==> src/rtl/chip8_rng_arbiter.sv <==
// chip8_rng_arbiter
// Samples the free-running CHIP-8 RNG byte into a small FIFO every DIV
// cycles and hands bytes out round-robin to NREQ requesters. Each grant
// returns the head byte ANDed with that requester's mask. A keypad event is
// registered once and drives the RNG's user_input as a one-cycle stir pulse.
module chip8_rng_arbiter #(
  parameter int NREQ  = 2,
  parameter int DEPTH = 4,
  parameter int DIV   = 3
) (
  input  logic                     clk,
  input  logic                     rst_n,
  input  logic [7:0]               rnd_in,
  input  logic                     key_event,
  output logic                     rnd_stir,
  input  logic [NREQ-1:0]          req,
  input  logic [8*NREQ-1:0]        mask,
  output logic [NREQ-1:0]          gnt,
  output logic [7:0]               data,
  output logic [$clog2(DEPTH):0]   level
);

  localparam int AW = $clog2(DEPTH);
  localparam int LW = AW + 1;
  localparam int CW = (DIV > 1) ? $clog2(DIV) : 1;
  localparam int PW = (NREQ > 1) ? $clog2(NREQ) : 1;

  localparam logic [CW-1:0] CNT_LAST = CW'(DIV - 1);
  localparam logic [CW-1:0] CNT_ONE  = CW'(1);
  localparam logic [LW-1:0] LVL_FULL = LW'(DEPTH);
  localparam logic [LW-1:0] LVL_ONE  = LW'(1);
  localparam logic [AW-1:0] PTR_ONE  = AW'(1);
  localparam logic [PW-1:0] RR_LAST  = PW'(NREQ - 1);
  localparam logic [PW-1:0] RR_ONE   = PW'(1);

  // Requester-specific view of a random byte.
  function automatic logic [7:0] apply_mask(input logic [7:0] b, input logic [7:0] m);
    return b & m;
  endfunction

  // Occupancy after one edge; a simultaneous push and pop leaves it unchanged.
  function automatic logic [LW-1:0] next_level(input logic [LW-1:0] lv,
                                               input logic push_i,
                                               input logic pop_i);
    logic [LW-1:0] r;
    r = lv;
    if (push_i && !pop_i) r = lv + LVL_ONE;
    else if (!push_i && pop_i) r = lv - LVL_ONE;
    return r;
  endfunction

  // Sampling and FIFO state
  logic [CW-1:0]   cnt_q;
  logic [7:0]      mem [DEPTH];
  logic [AW-1:0]   head_q;
  logic [AW-1:0]   tail_q;
  logic [LW-1:0]   level_q;

  // Arbitration state and registered outputs
  logic [PW-1:0]   rr_q;
  logic [NREQ-1:0] gnt_p1;
  logic [7:0]      data_p1;
  logic            stir_p1;

  // Combinational decisions for the coming edge
  logic [NREQ-1:0] eff_req;
  logic            found;
  logic [PW-1:0]   sel;
  logic [NREQ-1:0] sel_onehot;
  logic [7:0]      sel_mask;
  logic            grant;
  logic            sample;
  logic            push;
  logic [NREQ-1:0] gnt_nxt;

  // Round-robin search from the pointer; the requester currently granted is
  // masked out so a level request held across its grant cycle is not served twice.
  always_comb begin
    int s;
    logic [PW-1:0] idx;
    s          = 0;
    idx        = '0;
    eff_req    = req & ~gnt_p1;
    found      = 1'b0;
    sel        = '0;
    sel_onehot = '0;
    sel_mask   = '0;
    for (int k = 0; k < NREQ; k++) begin
      s = int'(rr_q) + k;
      if (s >= NREQ) s = s - NREQ;
      idx = PW'(s);
      if (!found && eff_req[idx]) begin
        found = 1'b1;
        sel   = idx;
      end
    end
    for (int i = 0; i < NREQ; i++) begin
      if (found && (sel == PW'(i))) begin
        sel_onehot[i] = 1'b1;
        sel_mask      = mask[8*i +: 8];
      end
    end
  end

  // A grant needs a byte present before the edge; a full FIFO still accepts
  // the sample when the head is popped at the same edge.
  assign grant   = found && (level_q != '0);
  assign sample  = (cnt_q == CNT_LAST);
  assign push    = sample && ((level_q != LVL_FULL) || grant);
  assign gnt_nxt = grant ? sel_onehot : '0;

  // Free-running decimation counter, wraps at DIV-1 regardless of FIFO state.
  always_ff @(posedge clk or negedge rst_n) begin
    if (!rst_n) cnt_q <= '0;
    else        cnt_q <= sample ? '0 : cnt_q + CNT_ONE;
  end

  // FIFO pointers and occupancy; pointers wrap naturally as DEPTH is a power of two.
  always_ff @(posedge clk or negedge rst_n) begin
    if (!rst_n) begin
      head_q  <= '0;
      tail_q  <= '0;
      level_q <= '0;
    end else begin
      if (push)  tail_q <= tail_q + PTR_ONE;
      if (grant) head_q <= head_q + PTR_ONE;
      level_q <= next_level(level_q, push, grant);
    end
  end

  // FIFO storage; contents are qualified by level so need no reset.
  always_ff @(posedge clk) begin
    if (push) mem[tail_q] <= rnd_in;
  end

  // ---- stage p1: registered grant, masked byte and pointer advance ----
  // Data holds its last value between grants.
  always_ff @(posedge clk or negedge rst_n) begin
    if (!rst_n) begin
      gnt_p1  <= '0;
      data_p1 <= '0;
      rr_q    <= '0;
    end else begin
      gnt_p1 <= gnt_nxt;
      if (grant) begin
        data_p1 <= apply_mask(mem[head_q], sel_mask);
        rr_q    <= (sel == RR_LAST) ? '0 : sel + RR_ONE;
      end
    end
  end

  // Keypad pulse delayed one cycle to stir the RNG.
  always_ff @(posedge clk or negedge rst_n) begin
    if (!rst_n) stir_p1 <= 1'b0;
    else        stir_p1 <= key_event;
  end

  assign gnt      = gnt_p1;
  assign data     = data_p1;
  assign rnd_stir = stir_p1;
  assign level    = level_q;

endmodule

==> config.mk <==
export PLATFORM = sky130hd
export DESIGN_NAME = chip8_rng_arbiter
export DESIGN_NICKNAME = d
export VERILOG_FILES = /design/src/rtl/chip8_rng_arbiter.sv
export SDC_FILE = /design/constraint.sdc
export NUM_CORES = 1
export LEC_CHECK = 0
export ABC_AREA = 1
export CAP_MARGIN = 20
export CORE_MARGIN = 3
export CORE_UTILIZATION = 35
export DETAILED_ROUTE_END_ITERATION = 8
export DONT_BUFFER_PORTS = 1
export SYNTH_ARGS = -nofsm -noshare
export SYNTH_HDL_FRONTEND = slang
export SYNTH_SLANG_ARGS = --single-unit
==> constraint.sdc <==
create_clock -name clk -period 2.4 [get_ports clk]
set_input_delay 0.36 -clock clk [delete_from_list [all_inputs] [get_ports clk]]
set_output_delay 0.36 -clock clk [all_outputs]
set_load 0.05 [all_outputs]
# --- After elaboration in Yosys (flattened, before gate mapping) ---
# Memories as Yosys holds them, arrays and structs flattened.
# Index checks and enable logic that the tools add are counted.
op_classes:
  n_eq_ne: 2
  n_addsub: 9
  n_mux: 21
  bitwise: 4
  magnitude_cmp: 4
  reduce_logical: 13
op_table:
  columns: ["op", "count"]
  rows:
  - ["$mux W8", 2]
  - ["$mux W1", 15]
  - ["$and A8 B8 Y8", 1]
  - ["$logic_and A1 B1 Y1", 7]
  - ["$add A2 B1 Y2 const B", 3]
  - ["$mux W3", 2]
  - ["$lt A1 B2 Y1 const B", 2]
  - ["$mux W2", 2]
  - ["$add A3 B1 Y3 const B", 1]
  - ["$logic_not A1 Y1", 3]
  - ["$ne A3 B3 Y1 const B", 1]
  - ["$reduce_bool A3 Y1", 1]
  - ["$sub A3 B1 Y3 const B", 1]
  - ["$add A1 B1 Y2 const B", 1]
  - ["$and A2 B2 Y2", 1]
  - ["$eq A2 B2 Y1 const B", 1]
  - ["$ge A1 B2 Y1 const B", 1]
  - ["$ge A2 B2 Y1 const B", 1]
  - ["$not A2 Y2", 1]
  - ["$reduce_bool A2 Y1", 1]
  - ["$sub A1 B1 Y1 const B", 2]
  - ["$add A1 B1 Y1 const B", 1]
  - ["$logic_or A1 B1 Y1", 1]
  - ["$not A1 Y1", 1]
totals:
  in_bits: 29
  ram_bits: 32
  out_inout_bits: 14
  ff_bits: 21
  n_memories: 1
memory_table:
  columns: ["name", "depth", "width", "rd", "rd_clocked_by_memory_dff", "wr", "line", "rtl"]
  rows:
  - ["mem", 4, 8, 1, 0, 1, "54", "logic [7:0] mem [DEPTH];"]

# --- Depth between registers and ports, before layout ---
logic_depth:
  word_depth: 15
  mapped_depth: 11
  depth_no_buf: 11

# --- Least setup slack after synthesis ---
# OpenSTA, ideal clock, no wires.
synth_path:
  kind: "reg2reg"
  startpoint: "reg level_q[0], in the netlist level[0]"
  endpoint: "reg level_q[2], in the netlist level[2]"
  arrival_ps: 2065
  setup_slack_ps: 204
  path_stages_with_launch: 11
  period_less_slack_ps: 2196
  path_buffers: 1
  path_cell_list: "dfrtp_1 > nor2_4 > nand2_4 > nand2_4 > buf_6 > ha_1 > inv_1 > fa_1 > a21oi_1 > o21ai_0 > xor2_1"
synth_between:
  elab_chain_len: 7
  elab_cells_between_ends: 14
  classes_between: "2 x add/sub; 1 x eq/ne; 2 x mux; 9 x reduce/logical"
synth_rtl:
  columns: ["item", "line", "rtl"]
  rows:
  - ["start: declaration", "57", "logic [LW-1:0] level_q;"]
  - ["start signal: assignment", "127", "level_q <= next_level(level_q, push, grant);"]
  - ["parallel branches: the longest is 7 deep, another holds $sub A3 B1 Y3", null, null]
# Several ways; the timed one is not identified. The select of a mux whose other input is x is not followed.
# A chain may end at the register's enable or synchronous reset.

# --- Worst setup path after layout ---
layout_path:
  startpoint: "reg level_q[0], in the netlist level[0]"
  endpoint: "reg level_q[1], in the netlist level[1]"
layout_between:
  elab_chain_len: 7
  elab_cells_between_ends: 14
  classes_between: "2 x add/sub; 1 x eq/ne; 2 x mux; 9 x reduce/logical"
layout_rtl:
  columns: ["item", "line", "rtl"]
  rows:
  - ["$reduce_bool A3 Y1", "107", "assign grant = found && (level_q != '0);"]
  - ["$logic_and A1 B1 Y1", "107", null]
  - ["$logic_or A1 B1 Y1 (*)", "109", "assign push = sample && ((level_q != LVL_FULL) || grant);"]
  - ["$logic_and A1 B1 Y1 (*)", "109", null]
  - ["via push", "73", "logic push;"]
  - ["$logic_not A1 Y1", "48", "else if (!push_i && pop_i) r = lv - LVL_ONE;"]
  - ["$logic_and A1 B1 Y1", "48", null]
  - ["$reduce_bool A2 Y1 (no line)", null, null]
# The timed path passes the listed nets; every way through them passes the cells marked *. The select of a mux whose other input is x is not followed.

==> results.md <==
- Fin. Hold Viols: 0
- Final Max Tran Viols: 0
- Clk_skew: 0.00277 ns
- # diodes: 0
- Gr usage total: 0.128
- Post-synth EDFFs: 32
- DRC viols: 0
- Synth Flop Type: edfxtp_1
- Layout cells sized above 1: 0.136
- Row count: 29
- Initial Util: 0.370
- CP delay by family, top: adder cells
- Final global-route overflow total: 0
- Area share of the largest cell type after synthesis: 0.398
- Vias in the first global route: 1514
- R2R Setup Slk: 0.40 ns
- Mapped Nets: 266
- Max_cap viols: 0
- Worst-path maximum fanout: 7
- Clk slew on worst S/H paths: 0.09 ns
- WL/cell: 14.7 um
- Layout area overhead: 7.72%
- Setup TNS: 0 ns
- Critical-path cell list: nor2_4 -> nand4_1 -> nand2_2 -> inv_1 -> ha_1 -> inv_1 -> fa_1 -> mux2_2
- Buffers plus inverters on the worst setup path: 2
- Critical path startpoint category: flip-flop
- WS Path Type: reg2reg
- Antenna violations before repair: 0
- Area after DPL: 0.00250 mm2
- Global-route wire length before repair: 7490 um
- DR iter-0 viols: 87
- Synthesized area: 0.00242 mm2
- Mapped Cells: 231
- Worst Hold Path EP: rnd_stir
- Num CTS Buffers: 5
- CTS tree: done
- Die width: 89.1 um
- Root Buffer: clkbuf_8
- Peak VDD IR: 0.447 mV
- Minimum clock period: 2.00 ns
- Drt first pass iters: 4
- Ys async rst share: 0.396
- Most used cell, CP: inv_1
- Power per cell area: 1130 mW/mm2
- Slew HR: 0.343
- Final cell utilization of the core: 0.398
- Critical path launch point: level[0]
- Tightest Pin Transition: 0.983 ns
- Delay of the slowest cell on the worst path: 0.42 ns
- Worst-case reg-to-reg path depth: 8
- WL final: 4690 um
- Commonest non-fill, non-tap cell in the layout: nand2_1
- Syn Area/Cell: 10.5 um2
- Post-route ant nets: 0
- RSZ-0062 raised after global routing: false
- Leakage: 1.14 nW
- Synth area leader: edfxtp_1
- Core box area: 0.00653 mm2
- HP Class: in2reg
- Post-CTS sizing: 0
- R2r endpoint: level[1]
- Max Clk Rate: 499 MHz
- IO Pins: 43
- Required @ worst endpoint: 2.60 ns
- Tcrit/Tclk final: 0.835
- Slowest cell on crit path: dfrtp_1
- CP Data Arrival Time: 2.20 ns
- Reg-to-reg critical path startpoint: level[0]
- Yosys reg bits: 53
- Chip height: 89.1 um
- DIE AREA: 0.00794 mm2
- Largest cells by area after synthesis: edfxtp_1 40%, dfrtp_1 22%, nand2_1 11%
- Min-delay src: key_event
- CTS Buffer Depth: 2
- Commonest cells after routing, fill and taps aside: 70 x nand2_1, 32 x edfxtp_1, 30 x nand3_1
- Via density per instance: 4.76
- Final setup vio count: 0
- Clock Sinks: 53
- Nets: 277
- Status: complete, no violations
- CTS HTree Levels: 2
- Largest net degree at the start of global routing: 22
- Clock Latency Late Sink: 0.30 ns
- Vias: 1524
- Hpwl dp: 3440 um
- Hold path cells: 0
- Post-synthesis sequential area ratio: 0.615
- IO buf count: 0
- Design area: 0.00260 mm2
- RePlAce Congestion: 0.740
- Synth Warn #: 0
- Worst setup EP type: flip-flop
- Distinct cells, synth: 24
-- flip-flops by register name, summed over array words and instances, names as in the netlist --
name,cells
mem,32
data,8
level,3
cnt_q,2
gnt,2
head_q,2
tail_q,2
rnd_stir,1
rr_q,1
-- kinds of logic (layout without fill, tap and decap cells) --
kind of cell | count (synthesis) | after routing | share of synthesized area
AOI/OAI and AO/OA | 12 | 12 | 0.0249
xor gates and xnor gates | 3 | 3 | 0.0109
adders and majority gates | 6 | 6 | 0.0342
buffers and inverters | 24 | 36 | 0.0621
DFF | 53 | 53 | 0.615
muxes | 1 | 1 | 0.00466
and+or+nand+nor | 132 | 132 | 0.248
-- Yosys cell counts, drive strengths merged (2+ instances only) --
cell type  number
nor2           20
o21ai           2
edfxtp         32
nand3          33
a21oi          10
ha              5
nand2          78
dfrtp          21
buf             6
inv            18
xor2            2
-- layout make-up --
class                      instances  area, um2
fill                             653       3930
clock buffer                       6       72.6
clock inverter                     2       15.0
multi-input combinational        154        779
sequential                        53       1490
tap                               77       96.3
inverter                          18       75.1
timing repair buffer              10       77.6
-- routing by layer --
layer	vias to the layer above	part of all wire	track usage
met1	712	0.43	0.165
li1	777	-	-
met3	4	0.058	0.0461
met2	31	0.50	0.202
met4	0	0.0094	0.0406
met5	-	0	0
-- worst max-delay path by stage --
stage                     endpoint  slack (ns)  cells past startpoint
after floorplan           level[2]        0.20                     10
after global placement    level[1]        0.45                      8
after detailed placement  level[1]        0.41                      8
after CTS                 level[1]        0.39                      8
after global routing      level[2]        0.24                     11
final                     level[1]        0.40                      8
-- per-stage QoR --
| step | instances | setup slack [ns] | hold slack (ns) | total power, mW |
|---|---|---|---|---|
| finish | 320 | 0.396 | 0.0762 | 2.95 |
| detailed placement | 311 | 0.405 | 0.0649 | 2.50 |
| global route | 320 | 0.244 | 0.0546 | 3.19 |
| floorplan | 231 | 0.204 | 0.0644 | 2.32 |
| global placement | 311 | 0.446 | 0.0649 | 2.49 |
| CTS | 320 | 0.385 | 0.0682 | 3.00 |
-- power by group --
group | switching, mW | total, mW | leakage (nW) | internal, mW
sequential | 0.306 | 1.40 | 0.549 | 1.09
combinational | 0.710 | 1.07 | 0.558 | 0.356
clock | 0.284 | 0.490 | 0.0374 | 0.206
-- repair_timing --
item | in CTS | in global routing
setup endpoints to repair | 0 | 0
hold buffers | 1 | 0
hold endpoints to repair | 21 | 0
setup buffers | 0 | 0
Note: power is estimated with default switching activity, not from simulation.
